--- src/rtl/imem_loader.sv ---
// Boot loader: packs a framed byte stream into 32-bit imem words and verifies a trailing checksum.
// Optional inter-byte timeout is built when IMEM_LOADER_TIMEOUT_EN is defined.
module imem_loader #(
  parameter logic [31:0] IMEM_BASE      = 32'h0000_0000,
  parameter int unsigned IMEM_SIZE      = 32768,
  parameter int unsigned ADDR_W         = 15,
  parameter int unsigned TIMEOUT_CYCLES = 1000000
) (
  input  logic              CLK,
  input  logic              RST,
  input  logic              START,
  input  logic [7:0]        IN_DATA,
  input  logic              IN_VALID,
  output logic              IN_READY,
  output logic              IMEM_WE,
  output logic [ADDR_W-1:0] IMEM_WADDR,
  output logic [31:0]       IMEM_WDATA,
  output logic              CORE_RSTN,
  output logic              LOAD_DONE,
  output logic              LOAD_ERR,
  output logic [ADDR_W:0]   WORDS_LOADED
);

  typedef enum logic [2:0] {
    ST_HDR  = 3'd0,
    ST_DATA = 3'd1,
    ST_CSUM = 3'd2,
    ST_DONE = 3'd3,
    ST_ERR  = 3'd4
  } state_t;

  function automatic logic [7:0] csum_add(input logic [7:0] acc, input logic [7:0] b);
    return acc + b;
  endfunction

  state_t            state_r, state_s;
  logic [1:0]        byte_cnt_r, byte_cnt_s;
  logic [23:0]       shift_r, shift_s;   // header bytes (shifted right) or partial data word (shifted left)
  logic [ADDR_W:0]   n_r, n_s, words_r, words_s;
  logic [7:0]        csum_r, csum_s;
  logic              we_r, we_s, core_rstn_r, core_rstn_s, done_r, done_s, err_r, err_s;
  logic [ADDR_W-1:0] waddr_r, waddr_s;
  logic [31:0]       wdata_r, wdata_s, hdr_n_s;
  logic              in_ready_s, accept_s;
  logic              unused_cfg_s;

  assign unused_cfg_s = ^{IMEM_BASE, TIMEOUT_CYCLES};
  assign in_ready_s   = (state_r == ST_HDR) || (state_r == ST_DATA) || (state_r == ST_CSUM);
  assign accept_s     = IN_VALID & in_ready_s;
  assign hdr_n_s      = {IN_DATA, shift_r};

`ifdef IMEM_LOADER_TIMEOUT_EN
  logic [31:0] to_cnt_r, to_cnt_s;
  logic        to_active_s;
  assign to_active_s = ((state_r == ST_HDR) && (byte_cnt_r != 2'd0)) ||
                       (state_r == ST_DATA) || (state_r == ST_CSUM);
`endif

  // Next-state and next-value logic for the whole loader
  always_comb begin
    state_s     = state_r;
    byte_cnt_s  = byte_cnt_r;
    shift_s     = shift_r;
    n_s         = n_r;
    words_s     = words_r;
    csum_s      = csum_r;
    we_s        = 1'b0;
    waddr_s     = waddr_r;
    wdata_s     = wdata_r;
    core_rstn_s = core_rstn_r;
    done_s      = done_r;
    err_s       = err_r;
    case (state_r)
      ST_HDR: begin
        if (!accept_s) begin
          state_s = ST_HDR;
        end else if (byte_cnt_r == 2'd3) begin
          byte_cnt_s = 2'd0;
          shift_s    = 24'd0;
          if (hdr_n_s > IMEM_SIZE) begin
            state_s = ST_ERR;
            err_s   = 1'b1;
          end else if (hdr_n_s == 32'd0) begin
            state_s = ST_CSUM;
            n_s     = '0;
          end else begin
            state_s = ST_DATA;
            n_s     = hdr_n_s[ADDR_W:0];
          end
        end else begin
          byte_cnt_s = byte_cnt_r + 2'd1;
          shift_s    = {IN_DATA, shift_r[23:8]};
        end
      end
      ST_DATA: begin
        if (!accept_s) begin
          state_s = ST_DATA;
        end else begin
          csum_s = csum_add(csum_r, IN_DATA);
          if (byte_cnt_r == 2'd3) begin
            we_s       = 1'b1;
            waddr_s    = words_r[ADDR_W-1:0];
            wdata_s    = {shift_r, IN_DATA};
            words_s    = words_r + 1'b1;
            byte_cnt_s = 2'd0;
            shift_s    = 24'd0;
            if (words_s == n_r) begin
              state_s = ST_CSUM;
            end else begin
              state_s = ST_DATA;
            end
          end else begin
            byte_cnt_s = byte_cnt_r + 2'd1;
            shift_s    = {shift_r[15:0], IN_DATA};
          end
        end
      end
      ST_CSUM: begin
        if (!accept_s) begin
          state_s = ST_CSUM;
        end else if (IN_DATA == csum_r) begin
          state_s     = ST_DONE;
          done_s      = 1'b1;
          core_rstn_s = 1'b1;
        end else begin
          state_s = ST_ERR;
          err_s   = 1'b1;
        end
      end
      ST_DONE, ST_ERR: begin
        if (START) begin
          state_s     = ST_HDR;
          byte_cnt_s  = 2'd0;
          shift_s     = 24'd0;
          n_s         = '0;
          words_s     = '0;
          csum_s      = 8'd0;
          core_rstn_s = 1'b0;
          done_s      = 1'b0;
          err_s       = 1'b0;
        end else begin
          state_s = state_r;
        end
      end
      default: begin
        state_s     = ST_ERR;
        err_s       = 1'b1;
        core_rstn_s = 1'b0;
      end
    endcase
`ifdef IMEM_LOADER_TIMEOUT_EN
    // A stalled stream aborts the load; a partial word is simply dropped
    to_cnt_s = 32'd0;
    if (accept_s) begin
      to_cnt_s = 32'd0;
    end else if (to_active_s) begin
      if (to_cnt_r == 32'(TIMEOUT_CYCLES - 1)) begin
        state_s = ST_ERR;
        err_s   = 1'b1;
      end else begin
        to_cnt_s = to_cnt_r + 32'd1;
      end
    end else begin
      to_cnt_s = 32'd0;
    end
`endif
  end

  // State and output registers
  always_ff @(posedge CLK or posedge RST) begin
    if (RST) begin
      state_r     <= ST_HDR;
      byte_cnt_r  <= 2'd0;
      shift_r     <= 24'd0;
      n_r         <= '0;
      words_r     <= '0;
      csum_r      <= 8'd0;
      we_r        <= 1'b0;
      waddr_r     <= '0;
      wdata_r     <= 32'd0;
      core_rstn_r <= 1'b0;
      done_r      <= 1'b0;
      err_r       <= 1'b0;
    end else begin
      state_r     <= state_s;
      byte_cnt_r  <= byte_cnt_s;
      shift_r     <= shift_s;
      n_r         <= n_s;
      words_r     <= words_s;
      csum_r      <= csum_s;
      we_r        <= we_s;
      waddr_r     <= waddr_s;
      wdata_r     <= wdata_s;
      core_rstn_r <= core_rstn_s;
      done_r      <= done_s;
      err_r       <= err_s;
    end
  end

`ifdef IMEM_LOADER_TIMEOUT_EN
  // Inter-byte idle counter
  always_ff @(posedge CLK or posedge RST) begin
    if (RST) begin
      to_cnt_r <= 32'd0;
    end else begin
      to_cnt_r <= to_cnt_s;
    end
  end
`endif

  assign IN_READY     = in_ready_s;
  assign IMEM_WE      = we_r;
  assign IMEM_WADDR   = waddr_r;
  assign IMEM_WDATA   = wdata_r;
  assign CORE_RSTN    = core_rstn_r;
  assign LOAD_DONE    = done_r;
  assign LOAD_ERR     = err_r;
  assign WORDS_LOADED = words_r;

endmodule

--- config.mk ---
export PLATFORM = sky130hd
export DESIGN_NAME = imem_loader
export DESIGN_NICKNAME = d
export VERILOG_FILES = /design/src/rtl/imem_loader.sv
export SDC_FILE = /design/constraint.sdc
export NUM_CORES = 1
export LEC_CHECK = 0
export CAP_MARGIN = 20
export CORE_MARGIN = 4
export CORE_UTILIZATION = 50
export DETAILED_ROUTE_END_ITERATION = 7
export GPL_TIMING_DRIVEN = 0
export HOLD_SLACK_MARGIN = 0.06
export PLACE_DENSITY = 0.74
export SYNTH_ARGS = -nofsm -noshare
export SYNTH_HDL_FRONTEND = slang
export SYNTH_SLANG_ARGS = --single-unit
--- constraint.sdc ---
create_clock -name CLK -period 5.2 [get_ports CLK]
set_input_delay 1.56 -clock CLK [delete_from_list [all_inputs] [get_ports CLK]]
set_output_delay 1.56 -clock CLK [all_outputs]
set_load 0.05 [all_outputs]
==> run_results.csv, run 1 <==
group,metric,value,unit
detailed_routing,first_iter_violations,411,
placement,portBuffers,76,
clock_tree,clock-root-buffer,"clkbuf_16",
floorplan,die_h,117.4,um
run_status,status,"completed",
detailed_routing,drc,0,
sta,whs,0.4698,ns
clock_tree,clkTransAtPathRegs,0.05,ns
detailed_routing,vias_per_cell,5.799,
cells_and_area,num-nets-final,794,
grt,grt_max_degree,87,
synthesis,seq_area_frac_synth,50.19,%
placement,detailed_place_hpwl,11.08,mm
sta,setup_tns,0,ns
sta,slew_headroom,42.91,%
cells_and_area,drive_gt1_share,5.612,%
clock_tree,cts_tree,"yes",
floorplan,start_util,51.74,%
sta,max_freq,261.4,MHz
detailed_routing,routed_wl,15.91,mm
setup_path,critical_path_required,3.64,ns
grt,antenna_found_initial,0,
clock_tree,cts-resized-gates,0,
power_and_ir_drop,power_leakage,3.648,nW
floorplan,die_w,117.4,um
clock_tree,cts-buffers-inserted,17,
sta,clock-skew-final,0.007419,ns
synthesis,syn_nets,698,
synthesis,ys_seq_elements,120,
sta,hold_viol,0,
sta,rsz0062_at_grt,"false",
floorplan,die_area,13780,sq um
detailed_routing,first_pass_iters,6,
detailed_routing,antenna_left,0,
synthesis,synth_cells,676,
setup_path,cp_data_arrival_time,2.26,ns
sta,setup-violations-final,0,
sta,slew_viol_final,0,
floorplan,fp-row-count,39,
synthesis,netlist_area,5983,sq um
sta,worst_pin_slew,0.8498,ns
synthesis,syn_avg_cell_area,8.851,sq um
detailed_routing,vias,5376,
grt,first_global_vias,5371,
grt,grt_usage,23.94,%
synthesis,ys_types,48,
setup_path,start_kind,"flop",
setup_path,crit_path_end_kind,"output port",
power_and_ir_drop,p_per_area,462.8,nW/um^2
clock_tree,clockBufferDepth,2,
min_path,min_path_type,"flop to flop",
clock_tree,cts_sinks,120,
synthesis,synth_edf_count,0,
setup_path,worst-setup-path-type,"flop to output port",
grt,grt_overflow,0,
floorplan,io_pins,80,
grt,grt_pass1_wl,26.83,mm
synthesis,async_flop_share,100.0,%
run,maxCapViolCount,0,
setup_path,crit_fanout,10,
synthesis,ys.flop_type,"dfrtp_1",
synthesis,yosysWarnings,0,
clock_tree,cts_hold_buf,0,
placement,gp_congestion,0.8806,
sta,finalCritPeriodShare,73.56,%
clock_tree,worstSkewPairLatency,0.42,ns
cells_and_area,syn_to_final_growth,27.90,%
cells_and_area,diodes,0,
sta,fin_crit,3.825,ns
detailed_routing,wl_per_cell,17.16,um
clock_tree,cts_setup_buffers,0,
clock_tree,htreeDepth,4,
power_and_ir_drop,ir_drop,0.0002899,V
floorplan,coreArea,11560,sq um
==> where the power goes <==
group / internal (mW) / switching (mW) / leakage (nW)
Sequential: 1.11 / 0.208 / 1.64
Clock: 0.971 / 0.404 / 0.343
Combinational: 0.323 / 0.525 / 1.67
==> worst max-delay path, stage by stage (launching register included) <==
cell and delay [ns]:
dfrtp_1 0.41, clkbuf_1 0.22, a21oi_1 0.35, clkdlybuf4s50_1 0.88
==> area by class of cell <==
| class | count | area (sq um) |
|---|---|---|
| well taps | 143 | 178.9 |
| clock buffers | 24 | 511.7 |
| plain buffers | 45 | 175.2 |
| multi-input cells | 482 | 2696 |
| flip-flops and latches | 120 | 3003 |
| clock inverters | 7 | 185.2 |
| repair buffers | 77 | 788.3 |
| fillers | 946 | 3913 |
| inverters | 29 | 113.9 |
==> state kept, by name, indices dropped and copies added (netlist names) <==
register,cells
LOAD_ERR,1
n_r,16
shift_r,24
WORDS_LOADED,16
IMEM_WDATA,32
csum_r,8
IMEM_WADDR,15
LOAD_DONE,1
CORE_RSTN,1
IMEM_WE,1
state_r,3
byte_cnt_r,2
==> stage by stage <==
step	setup WS (ns)	util (%)	total power, mW	area, sq um	cells
after floorplan	0.4542	-	1.875	5983	676
after global placement	-1.142	59.86	2.134	6923	895
after detailed placement	1.141	60.14	2.160	6955	896
after CTS	1.409	66.17	3.543	7652	927
after global routing	1.249	66.17	3.706	7652	927
final	1.375	66.17	3.542	7652	927
==> per-layer routing <==
metal  vias up  wire (um)  GRT usage, %
met3        51       1062         6.833
met5         -          0             0
met1      2579       6778         30.11
met2       253       7518         37.68
met4         0        546         12.61
li1       2493          -             -
==> cells in the mapped netlist (2+ instances only) <==
cell	instances	share of area (%)
and2_1	4	0.42
o21a_1	2	0.25
o31ai_1	7	0.88
or2_2	2	0.21
a22o_1	7	1.0
nor2b_1	2	0.21
nand2_1	204	13
nor2_1	22	1.4
nor3_1	8	0.67
dfrtp_1	120	50
clkbuf_1	40	2.5
nand2b_1	3	0.31
a21o_1	4	0.50
and3_1	3	0.31
a21oi_1	10	0.84
buf_2	4	0.33
a22oi_1	26	3.3
o211ai_1	3	0.38
mux2i_1	19	3.2
ha_1	9	1.9
nand3_1	9	0.75
nor4_1	12	1.3
xnor2_1	19	2.8
or3_1	3	0.31
or4_1	2	0.25
and4_1	2	0.29
a32o_1	2	0.33
a31oi_1	6	0.63
o21ai_0	57	4.8
o41ai_1	3	0.44
inv_1	29	1.8
o22ai_1	3	0.31
xor2_1	9	1.3
nand4_1	7	0.73
==> placed cells by master, fill, tap and decap left out, types with 7 or more instances in the layout <==
cell               n
o21ai_0           57
nand2_1          204
nor2_1            22
a22oi_1           26
nand4_1            7
nand3_1            9
o31ai_1            7
clkbuf_1          41
a21oi_1           10
inv_1             28
xnor2_1           19
a22o_1             7
clkbuf_16         17
mux2i_1           19
dfrtp_1          120
nor4_1            12
nor3_1             8
clkdlybuf4s50_1   76
ha_1               9
xor2_1             9
==> logic make-up (layout without fill, tap and decap cells) <==
logic type / Yosys count / in the layout / share of synthesized area, %
flops: 120 / 120 / 50.19
buf+inv: 74 / 182 / 4.747
compound gates: 134 / 134 / 14.12
xor+xnor: 28 / 28 / 4.099
mux: 20 / 20 / 3.367
simple gates: 290 / 290 / 21.27
fa+ha+maj: 10 / 10 / 2.217
==> worst paths after layout <==
path | endpoint | slack (ns) | cells past startpoint | start
min reg2reg | IMEM_WADDR[9] | 0.47 | 2 | IMEM_WADDR[9]
min | IMEM_WADDR[9] | 0.47 | 2 | IMEM_WADDR[9]
max reg2reg | IMEM_WDATA[8] | 2.11 | 10 | state_r[1]
min in group asynchronous | IMEM_WADDR[7] | 1.50 | 2 | RST
max in group asynchronous | shift_r[22] | 2.98 | 3 | RST
max | IN_READY | 1.38 | 3 | state_r[2]
Power figures use the tool's default switching activity.
==> inputs of run 2 (changes only) <==
==> constraint.sdc (replaced) <==
create_clock -name CLK -period 3.62 [get_ports CLK]
set_input_delay 1.086 -clock CLK [delete_from_list [all_inputs] [get_ports CLK]]
set_output_delay 1.086 -clock CLK [all_outputs]
set_load 0.05 [all_outputs]
==> run_results.csv, run 2 (same netlist as run 1, synthesis figures left out) <==
group,metric,value,unit
run_status,status,"completed",
floorplan,coreArea,11560,sq um
clock_tree,cts_hold_buf,0,
cells_and_area,syn_to_final_growth,26.96,%
setup_path,crit_fanout,10,
floorplan,die_area,13780,sq um
setup_path,critical_path_required,2.53,ns
floorplan,die_h,117.4,um
detailed_routing,vias,5397,
sta,max_freq,302.0,MHz
floorplan,start_util,51.74,%
detailed_routing,antenna_left,0,
cells_and_area,largest_reg_flops,32,
power_and_ir_drop,power_leakage,3.610,nW
setup_path,crit_path_end_kind,"output port",
clock_tree,cts-resized-gates,0,
grt,grt_pass1_wl,26.91,mm
sta,setup-violations-final,0,
setup_path,slowest_delay,0.87,ns
cells_and_area,layout.cells.most_common,"nand2_1",
detailed_routing,routed_wl,15.98,mm
cells_and_area,num-nets-final,795,
sta,slew_headroom,40.07,%
grt,grt_usage,23.98,%
sta,hold_viol,0,
detailed_routing,vias_per_cell,5.809,
placement,placed_area,6967,sq um
setup_path,timing.critical_path.cells,"clkbuf_1, a21oi_1, clkdlybuf4s50_1",
grt,antenna_found_initial,0,
cells_and_area,layout_common_cells,"nand2_1 (204), dfrtp_1 (120), clkdlybuf4s50_1 (76)",
cells_and_area,final_cell_area,7596,sq um
detailed_routing,drc,0,
setup_path,critical-path-top-delay-family,"buffers and inverters",
placement,portBuffers,76,
sta,whs,0.4695,ns
clock_tree,htreeDepth,4,
setup_path,cp_data_arrival_time,2.23,ns
grt,first_global_vias,5312,
sta,clock-skew-final,0.005876,ns
clock_tree,cts_sinks,120,
detailed_routing,first_pass_iters,6,
sta,finalWorstSetupSlack,0.3085,ns
cells_and_area,fin_util,65.68,%
floorplan,fp-row-count,39,
setup_path,worst-setup-path-type,"flop to output port",
floorplan,io_pins,80,
clock_tree,cts_tree,"yes",
detailed_routing,first_iter_violations,451,
cells_and_area,diodes,0,
power_and_ir_drop,p_per_area,644.0,nW/um^2
min_path,min_path_type,"flop to flop",
setup_path,start_kind,"flop",
sta,worst_pin_slew,0.8971,ns
clock_tree,cts-buffers-inserted,17,
clock_tree,clockBufferDepth,2,
grt,grt_max_degree,43,
clock_tree,clock-root-buffer,"clkbuf_16",
detailed_routing,wl_per_cell,17.20,um
power_and_ir_drop,power,4.892,mW
clock_tree,clkTransAtPathRegs,0.05,ns
floorplan,die_w,117.4,um
sta,rsz0062_at_grt,"false",
power_and_ir_drop,ir_drop,0.0003683,V
clock_tree,worstSkewPairLatency,0.42,ns
sta,finalCritPeriodShare,91.48,%
grt,grt_overflow,0,
placement,gp_congestion,0.8874,
clock_tree,cts_setup_buffers,0,
setup_path,critPathBufInv,2,
run,maxCapViolCount,0,
placement,detailed_place_hpwl,11.46,mm
sta,fin_crit,3.311,ns
placement,pre_cts_ws,0.01065,ns
sta,slew_viol_final,0,
cells_and_area,drive_gt1_share,5.598,%
setup_path,crit_path_top_delay_cell,"clkdlybuf4s50_1",
==> run 2: worst reg2reg max path: stages, from the launching register on <==
cell      delay, ns
dfrtp_1        0.35
clkbuf_1       0.20
inv_1          0.18
nand2_1        0.12
nor2_1         0.51
nand2_1        0.29
inv_1          0.13
clkbuf_1       0.47
clkbuf_1       0.52
nand2_1        0.14
nand2_1        0.08
==> run 2: report_power, final <==
group	total (mW)	internal, mW	switching, mW
logic	1.23	0.466	0.766
registers	1.90	1.59	0.301
clock network	1.77	1.19	0.575
total	4.89	3.25	1.64
==> run 2: worst paths after layout <==
kind                          startpoint            end  slack (ns)  depth (start not counted)
min in group asynchronous            RST  IMEM_WADDR[6]        1.20                          2
max                           state_r[2]       IN_READY        0.31                          3
max in group asynchronous            RST  IMEM_WDATA[7]        1.47                          4
max reg2reg                   state_r[1]  IMEM_WDATA[8]        0.57                         10
min reg2reg                IMEM_WADDR[9]  IMEM_WADDR[9]        0.47                          2
min                        IMEM_WADDR[9]  IMEM_WADDR[9]        0.47                          2
==> run 2: metal layers <==
layer	wire, um	part of all wire [%]	vias up	GRT usage [%]
met5	0	0	-	0
met4	531	3.3	0	11.80
met3	1147	7.2	55	5.245
met2	7609	48	275	38.04
met1	6687	42	2570	31.32
li1	-	-	2497	-
==> run 2: cell type report <==
type                            instances  area [sq um]
Buffer                                 45         175.2
Clock buffer                           26         519.2
Clock inverter                          6         110.1
Fill cell                             910          3969
Inverter                               29         112.6
Multi-Input combinational cell        482          2696
Sequential cell                       120          3003
Tap cell                              143         178.9
Timing Repair Buffer                   78         800.8
==> run 2: through the flow <==
step,setup TNS [ns],instances
floorplan,0,676
global route,0,929
detailed placement,0,897
global placement,-1.530,895
finish,0,929
CTS,0,929
==> inputs of run 3 (changes only) <==
--- a/config.mk
+++ b/config.mk
@@ -7,11 +7,11 @@
 export LEC_CHECK = 0
 export CAP_MARGIN = 20
 export CORE_MARGIN = 4
-export CORE_UTILIZATION = 50
+export CORE_UTILIZATION = 49
 export DETAILED_ROUTE_END_ITERATION = 7
 export GPL_TIMING_DRIVEN = 0
 export HOLD_SLACK_MARGIN = 0.06
-export PLACE_DENSITY = 0.74
+export PLACE_DENSITY = 0.72
 export SYNTH_ARGS = -nofsm -noshare
 export SYNTH_HDL_FRONTEND = slang
 export SYNTH_SLANG_ARGS = --single-unit
==> run_results.csv, run 3 (same netlist as run 1, synthesis figures left out) <==
group,metric,value,unit
setup_path,critical_path_required,2.53,ns
placement,place_inst,901,
setup_path,crit_fanout,10,
power_and_ir_drop,power_leakage,3.603,nW
sta,hold_viol,0,
setup_path,worstReg2RegEnd,"IMEM_WADDR[14]",
setup_path,start_kind,"flop",
cells_and_area,layout.cells.most_common,"nand2_1",
setup_path,timing.critical_path.cells,"clkbuf_1, a21oi_1, clkdlybuf4s50_1",
clock_tree,cts_setup_buffers,0,
floorplan,fp-row-count,40,
detailed_routing,vias_per_cell,5.648,
sta,slew_headroom,41.58,%
cells_and_area,diodes,0,
power_and_ir_drop,ir_drop,0.0004036,V
placement,portBuffers,76,
grt,antenna_found_initial,0,
cells_and_area,fin_cells,933,
setup_path,reg2reg_slack,0.59,ns
sta,worst_pin_slew,0.8696,ns
placement,gp_congestion,0.9163,
cells_and_area,num-nets-final,795,
clock_tree,cts-resized-gates,0,
sta,rsz0062_at_grt,"false",
power_and_ir_drop,p_per_area,643.1,nW/um^2
grt,grt_max_degree,44,
grt,grt_pass1_wl,26.32,mm
sta,max_freq,300.1,MHz
clock_tree,clkTransAtPathRegs,0.05,ns
floorplan,start_util,50.02,%
setup_path,worstSetupEndpoint,"IN_READY",
min_path,min_path_type,"flop to flop",
cells_and_area,final_cell_area,7582,sq um
floorplan,coreArea,11960,sq um
setup_path,cp_data_arrival_time,2.25,ns
sta,slew_viol_final,0,
cells_and_area,layout_common_cells,"nand2_1 (204), dfrtp_1 (120), clkdlybuf4s50_1 (76)",
sta,setup-violations-final,0,
setup_path,crit_path_top_delay_cell,"clkdlybuf4s50_1",
placement,detailed_place_hpwl,11.43,mm
cells_and_area,largest_reg_flops,32,
setup_path,rr_startpoint,"state_r[1]",
clock_tree,worstSkewPairLatency,0.42,ns
floorplan,die_area,14040,sq um
clock_tree,cts_tree,"yes",
run_status,status,"completed",
sta,clock-skew-final,0.006929,ns
grt,met2_usage,38.34,%
setup_path,crit_path_end_kind,"output port",
cells_and_area,fin_util,63.39,%
sta,finalCritPeriodShare,92.06,%
placement,placed_area,6972,sq um
setup_path,slowest_delay,0.88,ns
detailed_routing,drc,0,
sta,finalWorstSetupSlack,0.2874,ns
detailed_routing,wl_per_cell,17.08,um
placement,pre_cts_ws,0.04796,ns
run,maxCapViolCount,0,
setup_path,cp-startpoint,"state_r[2]",
cells_and_area,drive_gt1_share,5.852,%
sta,setup_tns,0,ns
floorplan,die_w,118.5,um
detailed_routing,first_pass_iters,5,
clock_tree,cts_sinks,120,
floorplan,die_h,118.5,um
setup_path,r2r_cells,10,
grt,use_met1,29.52,%
clock_tree,htreeDepth,4,
clock_tree,cts_hold_buf,0,
grt,grt_usage,23.56,%
detailed_routing,first_iter_violations,386,
clock_tree,cts-buffers-inserted,17,
clock_tree,clockBufferDepth,2,
grt,grt_use_met3,5.120,%
setup_path,worst-setup-path-type,"flop to output port",
detailed_routing,antenna_left,0,
grt,first_global_vias,5327,
cells_and_area,syn_to_final_growth,26.73,%
grt,grt_busiest_layer,"met2",
floorplan,io_pins,80,
detailed_routing,vias,5270,
detailed_routing,routed_wl,15.93,mm
clock_tree,clock-root-buffer,"clkbuf_16",
sta,fin_crit,3.333,ns
grt,grt_overflow,0,
==> run 3: where the power goes <==
group | internal [mW] | leakage, nW | switching [mW]
Sequential | 1.59 | 1.64 | 0.302
Combinational | 0.466 | 1.67 | 0.765
Clock | 1.14 | 0.295 | 0.607
==> run 3: stage by stage <==
stage / total power, mW / hold slack, ns
floorplan: 2.694 / 0.4526
global placement: 3.068 / 0.4564
detailed placement: 3.127 / 0.4620
CTS: 4.889 / 0.4750
global route: 5.099 / 0.4982
finish: 4.876 / 0.4686
==> run 3: how the worst min path moves through the flow <==
stage / startpoint / end / cells past startpoint
2_1_floorplan: byte_cnt_r[1] / byte_cnt_r[1] / 2
3_3_place_gp: IMEM_WADDR[6] / IMEM_WADDR[6] / 2
3_5_place_dp: IMEM_WADDR[9] / IMEM_WADDR[9] / 2
4_1_cts: IMEM_WADDR[9] / IMEM_WADDR[9] / 2
5_1_grt: IMEM_WDATA[11] / IMEM_WDATA[11] / 2
6_report: IMEM_WADDR[9] / IMEM_WADDR[9] / 2
==> run 3: layout make-up <==
type | count | area, sq um
buffer | 45 | 175.2
clock buffer | 18 | 429.2
clock inverter | 14 | 181.4
fill | 1021 | 4379
inverter | 29 | 112.6
multi-input combinational | 482 | 2696
sequential | 120 | 3003
tap | 147 | 183.9
timing repair buffer | 78 | 800.8
==> run 3: routing by layer <==
metal	part of all wire [%]	up-vias
met1	42	2524
met5	0	-
li1	-	2494
met3	5.5	51
met4	3.7	0
met2	49	201
==> run 3: critical path, delay by kind of cell, from the launching register on <==
family          cells  cell delay [ns]
compound gates      1             0.34
flops               1             0.40
buf+inv             2             1.10
